==> src/rtl/wbsel.sv <==
// Write-back selector: picks ALU / load / PC+4 results and drives the
// register-file write port, waiting on a handshaked memory response for loads.
module wbsel #(
  parameter int XLEN    = 64,
  parameter int TIMEOUT = 255
) (
  input  logic            clk,
  input  logic            rst,
  input  logic            valid_i_wbsel,
  output logic            ready_o_wbsel,
  input  logic [1:0]      wbsrc_i_wbsel,
  input  logic [4:0]      rd_i_wbsel,
  input  logic [XLEN-1:0] alures_i_wbsel,
  input  logic [XLEN-1:0] pc_i_wbsel,
  input  logic [2:0]      loadop_i_wbsel,
  input  logic            mem_rvalid_i_wbsel,
  input  logic [XLEN-1:0] mem_rdata_i_wbsel,
  output logic            wen_o_wbsel,
  output logic [4:0]      waddr_o_wbsel,
  output logic [XLEN-1:0] wdata_o_wbsel,
  output logic            done_o_wbsel,
  output logic            err_o_wbsel,
  output logic            stall_o_wbsel
);

  localparam logic [0:0] S_IDLE     = 1'b0;
  localparam logic [0:0] S_WAIT_MEM = 1'b1;
  localparam int CW = (TIMEOUT < 2) ? 1 : $clog2(TIMEOUT + 1);

  logic [0:0]      state;
  logic [CW-1:0]   cnt;
  logic [4:0]      ld_rd;
  logic [2:0]      ld_op;
  logic [2:0]      ld_off;
  logic            load_bad;
  logic [XLEN-1:0] shifted;
  logic [XLEN-1:0] ld_val;

  assign ready_o_wbsel = (state == S_IDLE);
  assign stall_o_wbsel = ~ready_o_wbsel;

  // Fault check on the load being presented, evaluated before any memory wait.
  always_comb begin
    load_bad = 1'b0;
    case (loadop_i_wbsel)
      3'b001, 3'b101: load_bad = alures_i_wbsel[0];
      3'b010, 3'b110: load_bad = (alures_i_wbsel[1:0] != 2'b00);
      3'b011:         load_bad = (alures_i_wbsel[2:0] != 3'b000);
      3'b111:         load_bad = 1'b1;
      default:        load_bad = 1'b0;
    endcase
  end

  always_comb begin
    shifted = mem_rdata_i_wbsel >> {ld_off, 3'b000};
    ld_val  = shifted;
    case (ld_op)
      3'b000:  ld_val = {{(XLEN-8){shifted[7]}}, shifted[7:0]};
      3'b001:  ld_val = {{(XLEN-16){shifted[15]}}, shifted[15:0]};
      3'b010:  ld_val = {{(XLEN-32){shifted[31]}}, shifted[31:0]};
      3'b100:  ld_val = {{(XLEN-8){1'b0}}, shifted[7:0]};
      3'b101:  ld_val = {{(XLEN-16){1'b0}}, shifted[15:0]};
      3'b110:  ld_val = {{(XLEN-32){1'b0}}, shifted[31:0]};
      default: ld_val = shifted;
    endcase
  end

  always_ff @(posedge clk) begin
    if (rst) begin
      state         <= S_IDLE;
      cnt           <= '0;
      ld_rd         <= '0;
      ld_op         <= '0;
      ld_off        <= '0;
      wen_o_wbsel   <= 1'b0;
      done_o_wbsel  <= 1'b0;
      err_o_wbsel   <= 1'b0;
      waddr_o_wbsel <= '0;
      wdata_o_wbsel <= '0;
    end else begin
      wen_o_wbsel  <= 1'b0;
      done_o_wbsel <= 1'b0;
      err_o_wbsel  <= 1'b0;
      case (state)
        S_IDLE: begin
          if (valid_i_wbsel) begin
            case (wbsrc_i_wbsel)
              2'd0, 2'd2: begin
                done_o_wbsel <= 1'b1;
                // Address/data only move on a real write so they hold otherwise.
                if (rd_i_wbsel != 5'd0) begin
                  wen_o_wbsel   <= 1'b1;
                  waddr_o_wbsel <= rd_i_wbsel;
                  wdata_o_wbsel <= wbsrc_i_wbsel[1] ? (pc_i_wbsel + XLEN'(4))
                                                    : alures_i_wbsel;
                end
              end
              2'd1: begin
                if (load_bad) begin
                  done_o_wbsel <= 1'b1;
                  err_o_wbsel  <= 1'b1;
                end else begin
                  ld_rd  <= rd_i_wbsel;
                  ld_op  <= loadop_i_wbsel;
                  ld_off <= alures_i_wbsel[2:0];
                  cnt    <= '0;
                  state  <= S_WAIT_MEM;
                end
              end
              default: done_o_wbsel <= 1'b1;
            endcase
          end
        end
        default: begin
          if (mem_rvalid_i_wbsel) begin
            done_o_wbsel <= 1'b1;
            state        <= S_IDLE;
            if (ld_rd != 5'd0) begin
              wen_o_wbsel   <= 1'b1;
              waddr_o_wbsel <= ld_rd;
              wdata_o_wbsel <= ld_val;
            end
          end else if (cnt == CW'(TIMEOUT)) begin
            done_o_wbsel <= 1'b1;
            err_o_wbsel  <= 1'b1;
            state        <= S_IDLE;
          end else begin
            cnt <= cnt + 1'b1;
          end
        end
      endcase
    end
  end

endmodule
==> config.mk <==
export PLATFORM = sky130hd
export DESIGN_NAME = wbsel
export DESIGN_NICKNAME = d
export VERILOG_FILES = /design/src/rtl/wbsel.sv
export SDC_FILE = /design/constraint.sdc
export NUM_CORES = 1
export LEC_CHECK = 0
export BUFFER_PORTS_ARGS = -buffer_cell sky130_fd_sc_hd__buf_2
export CORE_MARGIN = 3
export CORE_UTILIZATION = 50
export CTS_CLUSTER_SIZE = 30
export DETAILED_ROUTE_END_ITERATION = 6
export GPL_ROUTABILITY_DRIVEN = 0
export PLACE_DENSITY = 0.82
export SYNTH_ARGS = -nofsm -noshare
export SYNTH_HDL_FRONTEND = slang
export SYNTH_SLANG_ARGS = --single-unit
==> constraint.sdc <==
create_clock -name clk -period 7.85 [get_ports clk]
set_clock_uncertainty 0.1 [all_clocks]
set_input_delay 1.57 -clock clk [delete_from_list [all_inputs] [get_ports clk]]
set_output_delay 1.57 -clock clk [all_outputs]
set_load 0.03 [all_outputs]
==> results.toml <==
[power]
peakVddDrop_v = 0.000114
p_per_area_nw_per_um2 = 141
p_leak_nw = 3.68

[die]
die_x_um = 128
rows = 44
die_y_um = 128
die_area_um2 = 16500
core_area_um2 = 14600
floorplan.io_pins = 280
initial_core_util_pct = 51.3

[sta]
fin_crit_sh_pct = 67.2
tns_ns = 0
fmax_mhz = 189
hold_viol_final = 0
relSlewSlack_pct = 15.0
tightestPinTransition_ns = 1.26
worst_hold_slack_ns = 0.350
finalSetupViolations = 0
slew_violations = 0
rsz0062_at_grt = "false"
min_period_ns = 5.28

[clock_network]
clock_latency_ns = 0.35
post_cts_buffers = 0
cts.repair.resized = 0
path_clk_slew_ns = 0.07
htreeDepth = 3
cts-root-buf = "clkbuf_16"
ctsHoldBuffers = 0
clk_path_buf_depth = 2
tritoncts = "done"
cts-buffers-inserted = 9
clock-sinks = 92

[synth]
netlist_area_um2 = 7490
syn_inst = 1024
synth-warning-count = 0
synth-edff-count = 0
synth-seq-area-share_pct = 24.6
synthArstFlopShare_pct = 0
ys.flop_type = "dfxtp_1"
ys_seq_elements = 92
syn_avg_cell_area_um2 = 7.31
synth_cell_type_count = 62
synthesis.nets = 1232

[global_route]
grt_use_met1_pct = 47.7
grt.busiest_layer = "met2"
grt_usage_pct = 35.7
use_met2_pct = 55.5
grt_pass1_wl_mm = 46.3
grtUsageMet3_pct = 6.35
grt_pass1_vias = 8480
grt_overflow = 0
antenna_found_initial = 0
grt_max_degree = 72

[worst_setup_path]
reg2reg_slack_ns = 3.78
crit_arrival_ns = 5.44
max_stage_delay_ns = 1.23
setup.worst_path.end_class = "register"
critPathLaunchType = "input pin"
crit_slowest_cell = "nor2_4"
cp_cell_sequence = "buf_2 -> or4_1 -> o211ai_1 -> nand2_1 -> nor2_4 -> a22oi_1 -> a211oi_1"
cp.required_ns = 8.01
worst-setup-path-type = "input pin to register"
path_max_fanout = 51

[final_layout]
fin_util_pct = 62.9
synthToLayoutAreaGrowth_pct = 22.6
nets = 1448
design_area_um2 = 9180
fillers = 1348
drive_gt1_share_pct = 27.5
instances_no_fill = 1430

[placed_design]
port_buffers = 279
dp_cells = 1413
place_area_um2 = 8880
dpl.hpwl_mm = 23.9

[hold_path]
hold_class = "register to register"

[run]
maxCapViolCount = 0

[route]
drtPass1Iterations = 5
routed_wl_mm = 30.7
num_vias = 9321
route.detailed.drc = 0
wl_per_cell_um = 21.5
via_per_inst = 6.52
drt.antenna.violating_nets = 0
drtIter0Drc = 1240

[outcome]
status = "finished, final reports clean"
sequential cells by signal, indices dropped and copies added (netlist names):
register	count
wen_o_wbsel	1
cnt	8
done_o_wbsel	1
ld_rd	5
wdata_o_wbsel	64
ld_off	3
ld_op	3
err_o_wbsel	1
stall_o_wbsel	1
waddr_o_wbsel	5
logic make-up after synthesis:
kind of cell	count (synthesis)	synth area share, %
fa+ha+maj	2	0.334
mux	87	13.0
xor+xnor	38	4.45
buf+inv	95	4.86
flops	92	24.6
simple gates	424	27.8
compound gates	286	25.0
area by class of cell:
type	instances	area [um^2]	area share, %
multi-input cells	837	5300	57.7
clock inverters	3	46.3	0.504
diodes	1	2.50	0.0273
repair buffers	287	1460	15.9
inverters	13	48.8	0.532
flip-flops and latches	92	1840	20.1
clock buffers	13	250	2.73
well taps	184	230	2.51
worst paths after layout:
kind                startpoint           endpoint  cells past startpoint
min          wdata_o_wbsel[16]  wdata_o_wbsel[16]                      2
min reg2reg  wdata_o_wbsel[16]  wdata_o_wbsel[16]                      2
max reg2reg      stall_o_wbsel  wdata_o_wbsel[31]                      8
max              rd_i_wbsel[2]  wdata_o_wbsel[40]                      7
layer usage:
metal / wire length, um / vias up
li1: - / 4266
met1: 11900 / 4304
met2: 13600 / 633
met3: 3610 / 118
met4: 1610 / 0
met5: 0 / -
stage by stage:
stage / setup slack (ns) / power, mW
floorplan: 3.99 / 0.702
global placement: 2.46 / 0.844
detailed placement: 2.32 / 0.849
CTS: 2.67 / 1.29
global route: 2.20 / 1.34
finish: 2.57 / 1.30
power breakdown:
part,switching (mW),internal (mW),leakage [nW],total (mW)
Clock,0.193,0.257,0.140,0.450
Combinational,0.219,0.123,2.78,0.342
Sequential,0.0156,0.491,0.753,0.507
Total,0.427,0.871,3.68,1.30
cell usage after synthesis (4+ instances only):
master    count  area (um^2)
o221ai_1     18          158
dfxtp_1      92         1840
nor2b_1       8         50.1
a211o_1       6         52.6
or4_1        11         82.6
a32o_1       10          100
o21ai_0      76          380
xor2_1       16          140
o21a_1        7         52.6
mux2i_1      61          611
or3_1         9         56.3
nand3_1      42          210
inv_1        11         41.3
a31oi_1      10         62.6
nor2_1      124          465
a311oi_1      4         35.0
o31ai_1      21          158
mux2_2       20          225
mux4_2        6          135
nand2b_1      9         56.3
and4_1       18          158
xnor2_1      22          193
buf_1        12         45.0
nor4_1       13         81.3
nand2_1     108          405
buf_2         5         25.0
o31a_1        5         43.8
and2_1        7         43.8
nand4_1      22          138
o22ai_1       9         56.3
a21oi_1      60          300
clkbuf_1     64          240
o211ai_1     16          120
a211oi_1     22          165
nor3_1       25          125
and3_1       17          106
worst max-delay path: cells and delay by family:
kind            cells  cell delay [ns]
compound gates      3             1.15
buf+inv             1             0.11
simple gates        3             2.59
placed cells by master (no fill, tap or decap), types with 4 or more instances in the layout:
cell type / n
and3_1: 17
buf_4: 8
o211ai_1: 16
clkbuf_16: 9
a311oi_1: 4
or3_1: 9
or4_1: 11
xnor2_1: 22
nor2_1: 123
nor4_1: 13
nand3_1: 42
o221ai_1: 18
o21a_1: 7
nand4_1: 22
xor2_1: 16
o31ai_1: 21
o22ai_1: 9
nand2b_1: 9
a211o_1: 6
and4_1: 18
nor3_1: 23
a21oi_1: 60
o21ai_0: 76
mux4_2: 6
a32o_1: 10
and2_1: 7
mux2_2: 20
inv_1: 11
a31oi_1: 10
dfxtp_1: 90
mux2i_1: 61
buf_2: 279
nand2_1: 108
o31a_1: 5
a211oi_1: 22
nor2b_1: 8
No activity file was read; power rests on OpenSTA's default activity.
